`config.mk`:
```
export PLATFORM = sky130hd
export DESIGN_NAME = bus_arbiter
export DESIGN_NICKNAME = d
export VERILOG_FILES = /design/src/rtl/bus_arbiter.sv
export SDC_FILE = /design/constraint.sdc
export NUM_CORES = 1
export LEC_CHECK = 0
export BUFFER_PORTS_ARGS = -buffer_cell sky130_fd_sc_hd__buf_2
export CAP_MARGIN = 20
export CORE_UTILIZATION = 35
export CTS_BUF_LIST = sky130_fd_sc_hd__clkbuf_16
export CTS_CLUSTER_DIAMETER = 40
export CTS_CLUSTER_SIZE = 14
export DETAILED_ROUTE_END_ITERATION = 16
export HOLD_SLACK_MARGIN = 0.15
export PLACE_DENSITY = 0.95
export SLEW_MARGIN = 20
export SYNTH_ARGS = -nofsm -noshare
export SYNTH_HDL_FRONTEND = slang
export SYNTH_SLANG_ARGS = --single-unit
```
`constraint.sdc`:
```
create_clock -name clk -period 4.3 [get_ports clk]
set_input_delay 0.43 -clock clk [delete_from_list [all_inputs] [get_ports clk]]
set_output_delay 0.43 -clock clk [all_outputs]
set_load 0.03 [all_outputs]
```
`src/rtl/bus_arbiter.sv`:
```
// Two-port bus arbiter: round-robin on contention, burst-limited ownership with preemption,
// and a one-cycle turnaround gap on every release.
module bus_arbiter #(
  parameter int AW        = 16,
  parameter int DW        = 16,
  parameter int MAX_BURST = 4
) (
  input  logic          clk,
  input  logic          reset,
  input  logic [1:0]    req,
  input  logic [1:0]    done,
  input  logic [AW-1:0] addr0,
  input  logic [AW-1:0] addr1,
  input  logic [DW-1:0] wdata0,
  input  logic [DW-1:0] wdata1,
  input  logic          we0,
  input  logic          we1,
  output logic [1:0]    gnt,
  output logic [AW-1:0] bus_addr,
  output logic [DW-1:0] bus_wdata,
  output logic          bus_we,
  output logic          bus_oe,
  output logic          preempt
);

  localparam int CW = $clog2(MAX_BURST + 1);

  typedef enum logic [1:0] {IDLE, GNT0, GNT1, GAP} state_t;

  state_t          state_q, state_d;
  logic [1:0]      gnt_q, gnt_d;
  logic            last_owner_q, last_owner_d;
  logic [CW-1:0]   burst_cnt_q, burst_cnt_d;
  logic            preempt_q, preempt_d;

  logic            owner;
  logic            own_req, own_done, other_req, burst_hit, owned;

  always_comb begin
    owner     = (state_q == GNT1);
    owned     = (state_q == GNT0) || (state_q == GNT1);
    own_req   = owner ? req[1]  : req[0];
    own_done  = owner ? done[1] : done[0];
    other_req = owner ? req[0]  : req[1];
    burst_hit = (burst_cnt_q == CW'(MAX_BURST - 1)) && other_req;
  end

  always_comb begin
    state_d      = state_q;
    last_owner_d = last_owner_q;
    burst_cnt_d  = burst_cnt_q;
    preempt_d    = 1'b0;
    gnt_d        = 2'b00;

    case (state_q)
      IDLE, GAP: begin
        case (req)
          2'b01:   state_d = GNT0;
          2'b10:   state_d = GNT1;
          2'b11:   state_d = last_owner_q ? GNT0 : GNT1;
          default: state_d = IDLE;
        endcase
      end
      GNT0, GNT1: begin
        if (own_done || !own_req || burst_hit) begin
          state_d   = GAP;
          // Only a release forced by the burst limit counts as preemption.
          preempt_d = own_req && !own_done && burst_hit;
        end
      end
      default: state_d = IDLE;
    endcase

    if (!owned && (state_d == GNT0 || state_d == GNT1)) begin
      burst_cnt_d  = '0;
      last_owner_d = (state_d == GNT1);
    end else if (owned && state_d != GAP) begin
      if (burst_cnt_q != CW'(MAX_BURST)) burst_cnt_d = burst_cnt_q + 1'b1;
    end else if (state_d == GAP) begin
      burst_cnt_d = '0;
    end

    if (state_d == GNT0)      gnt_d = 2'b01;
    else if (state_d == GNT1) gnt_d = 2'b10;
  end

  always_ff @(posedge clk or negedge reset) begin
    if (!reset) begin
      state_q      <= IDLE;
      gnt_q        <= 2'b00;
      last_owner_q <= 1'b1;
      burst_cnt_q  <= '0;
      preempt_q    <= 1'b0;
    end else begin
      state_q      <= state_d;
      gnt_q        <= gnt_d;
      last_owner_q <= last_owner_d;
      burst_cnt_q  <= burst_cnt_d;
      preempt_q    <= preempt_d;
    end
  end

  // Shared bus is a pure decode of the registered state, so reset clears it immediately.
  always_comb begin
    bus_addr  = '0;
    bus_wdata = '0;
    bus_we    = 1'b0;
    bus_oe    = 1'b0;
    if (state_q == GNT0) begin
      bus_addr  = addr0;
      bus_wdata = wdata0;
      bus_we    = we0;
      bus_oe    = 1'b1;
    end else if (state_q == GNT1) begin
      bus_addr  = addr1;
      bus_wdata = wdata1;
      bus_we    = we1;
      bus_oe    = 1'b1;
    end
  end

  assign gnt     = gnt_q;
  assign preempt = preempt_q;

endmodule
```
Word level (Yosys, flattened, before mapping)

Index checks and enable logic that the tools add are counted.

Output and inout port bits: 37
Logic and storage cells: 59
Bits in registers: 9

Muxes and demuxes: 23
Equal/unequal tests: 13
Add/sub/neg operators: 1
Reductions and logical operators: 17

Operator list:

| operator            | count |
|---|---|
| $mux 16             | 4 |
| $eq 2x2->1 const B  | 6 |
| $mux 3              | 4 |
| $mux 1              | 9 |
| $mux 2              | 4 |
| $eq 2x1->1 const B  | 3 |
| $pmux 2 s3          | 1 |
| $logic_and 1x1->1   | 5 |
| $logic_or 1x1->1    | 4 |
| $pmux 2 s2          | 1 |
| $reduce_or 2->1     | 2 |
| $add 3x1->3 const B | 1 |
| $eq 3x2->1 const B  | 1 |
| $logic_not 1->1     | 3 |
| $ne 3x2->1 const B  | 1 |
| $ne 3x3->1 const B  | 1 |
| $reduce_bool 3->1   | 1 |
| $logic_not 2->1     | 1 |
| $ne 2x2->1 const B  | 1 |
| $reduce_and 2->1    | 1 |

Longest topological paths before layout

Word-level depth: 12
Mapped depth: 7
Gate-level depth less buffers: 6

Least setup slack after synthesis

No wires, ideal clock.

Path kind: register to output
From: register state_q[1]
To: output port bus_addr[14]
Cell stages (with the launch flop): 6
Arrival: 1.687 ns
Path buffers: 2
Setup slack: 2.183 ns
Required time: 3.870 ns
Path through: dfrtp_1 inv_1 ha_1 clkbuf_1 clkbuf_1 o21ai_0

Cells in the longest elaborated chain, start to end: 3
Elaborated cells between the ends (all ways): 4

Ends and longest elaborated chain:

| item                   | line | text |
|---|---|---|
| from (decl)            | 30   | `state_t state_q, state_d;` |
| from (signal assigned) | 95   | `state_q <= state_d;` |
| $eq 2x2->1             | 114  | `end else if (state_q == GNT1) begin` |
| $mux 16                | 114  |  |
| $mux 16 (*)            | 109  | `if (state_q == GNT0) begin` |
| to (decl)              | 19   | `output logic [AW-1:0] bus_addr,` |

Mark *: on every way between the ends. The rest lies on a longest branch, timed or not.

Worst setup path after layout

From: register state_q[1]
To: output port bus_addr[9]

The elaborated chain is that of the path after synthesis.

==> results.toml <==
[outcome]
status = "completed"

[detailed_routing]
drt-vias-per-instance = 5.174
ant_nets = 0
vias = 1216
routedWlPerCell_um = 13.83
routed_wl_mm = 3.251
drc = 0
first_iter_violations = 25
dr.pass1.iters = 4

[floorplanning]
die_y_um = 52.84
die_area_sq_mm = 0.002792
rows = 18
core_area_sq_mm = 0.002455
io_pins = 109
start_util_pct = 36.85
die_w_um = 52.84

[finish]
final_cells = 235
final_common_cell = "buf_2"
multi_input_area_sq_um = 605.6
area_growth_pct = 70.68
drive_gt1_share_pct = 58.05
final_nets = 284
regArea_sq_um = 226.5
diodes = 0
most-common-layout-cells = "buf_2, a22o_1, inv_1"
finalInstanceArea_sq_mm = 0.001544
num-fill-cells = 231
final_util_pct = 62.90

[worst_setup_path]
r2r_setup_slack_ps = 2360
r2r_end = "burst_cnt_q[0]"
crit_path_end_kind = "output port"
cp.arrival_ps = 1990
startpoint_type = "register"
critical_path_class = "reg -> out"
cp.required_ps = 3870
worst_r2r_startpoint = "state_q[0]"
worst_r2r_path_depth = 6
path_max_fanout = 35

[timing]
final.min_clock_period_ps = 2418
finalSetupTns_ps = 0
finalCritPeriodShare_pct = 56.23
fin_ws_ps = 1882
rsz0062_at_grt = "false"
drv_slew = 0
maxSlewHeadroom_pct = 75.88
fin_skew_ps = 3.044
hold_viol = 0
tightestPinTransition_ps = 361.9
setup_violations = 0
fmax_mhz = 413.6

[cts]
cts-resized-gates = 0
insertion_delay_ps = 240
cts.path.max_buffers = 2
clkSlewWorstSetupHoldPaths_ps = 40
clock_sinks = 9
cts_tree = "done"
cts_made_buffers = 3
root_buffer = "clkbuf_16"
htree_levels = 1
post_cts_buffers = 0

[grt]
grtUsageTotal_pct = 23.29
gr-total-overflow = 0
grt_start_max_net_pins = 36
grt_pass1_wl_mm = 4.643
grt_pass1_vias = 1046
antenna_found_initial = 0

[synthesis]
yosys_most_used_dff = "dfrtp_1"
synth_area_sq_um = 904.6
synthArstFlopShare_pct = 100.0
ys_ff_latch = 9
synth_edf_count = 0
synth.distinct_cells = 29
synth-seq-area-share_pct = 25.03
synth_warnings = 0
syn-num-nets = 177
synth_cells = 99
postSynthAreaPerCell_sq_um = 9.138

[min_path]
hold_class = "in -> reg"
min_to = "last_owner_q"
hold_depth = 2
hp-start = "req[0]"

[power]
vdd_drop_max_v = 0.0005477
leakage_uw = 0.0009027
power.density_mw_per_mm2 = 777.3

[placement]
port_buffers = 108
dpl.hpwl_mm = 2.613
gp_congestion = 0.9215
dpl_worst_slack_ps = 2119
placed_cell_area_sq_mm = 0.001455
placed_cells = 230

[job]
maxCapViolCount = 0
layout make-up:
type | count | share of cell area [%]
flip-flops and latches | 9 | 14.67
clock inverters | 1 | 0.2431
well taps | 30 | 2.431
repair buffers | 111 | 36.63
multi-input cells | 73 | 39.22
inverters | 8 | 1.945
clock buffers | 3 | 4.862
cell usage after synthesis, types with 2 or more instances:
library cell	number	area, sq um
nand2_1	6	22.52
nor2b_1	2	12.51
inv_1	8	30.03
nor2_1	4	15.01
nand2b_1	2	12.51
buf_2	3	15.01
clkbuf_1	5	18.77
a22o_1	33	289.0
o21ai_1	2	10.01
dfrtp_1	8	200.2
ha_1	6	75.07
o21ai_0	3	15.01
stage by stage:
| stage | power, uW | hold slack (ps) |
|---|---|---|
| 2_1_floorplan | 821.7 | 134.4 |
| 3_3_place_gp | 1028 | 290.1 |
| 3_5_place_dp | 1039 | 290.3 |
| 4_1_cts | 1207 | 422.1 |
| 5_1_grt | 1273 | 427.7 |
| 6_report | 1200 | 420.6 |
flip-flops by register name, summed over array words and instances, names as in the netlist:
register / count
burst_cnt_q: 3
gnt: 2
last_owner_q: 1
preempt: 1
state_q: 2
where the power goes:
part	switching [uW]	internal [uW]	total, uW
combinational	597	304	901
clock	41.8	122	163
sequential	21.4	115	136
layer usage:
layer | global-route usage [%] | part of all wire (%) | up-vias
met3 | 7.826 | 11 | 8
met4 | 10.96 | 2.0 | 0
met1 | 25.31 | 38 | 558
met5 | 0 | 0 | -
li1 | - | - | 595
met2 | 40.08 | 49 | 55
worst max-delay path by stage:
stage	startpoint	endpoint	slack (ps)	cells after the start
final	state_q[1]	bus_addr[9]	1880	7
after global routing	state_q[1]	bus_addr[3]	1780	7
after CTS	state_q[1]	bus_addr[3]	1860	7
after detailed placement	state_q[1]	bus_addr[3]	2120	7
after global placement	state_q[1]	bus_addr[3]	2160	7
after floorplan	state_q[1]	bus_addr[14]	2180	5
repair_timing:
action                                  4_1_cts  5_1_grt
hold buffers                                  1        0
endpoints found under the setup margin        0        0
endpoints found under the hold margin         8        0
logic make-up after synthesis:
kind of cell,after synthesis,synth area share [%]
fa+ha+maj,6,8.299
flops,9,25.03
buf+inv,17,8.299
mux,2,2.766
compound gates,45,41.22
simple gates,20,14.38
critical path, stage by stage (launching register included):
cell and delay [ps]:
dfrtp_1 420, inv_1 60, ha_1 170, buf_4 240
nor2b_2 140, buf_4 300, a22o_1 210, buf_2 200
(Power assumes the default switching activity.)
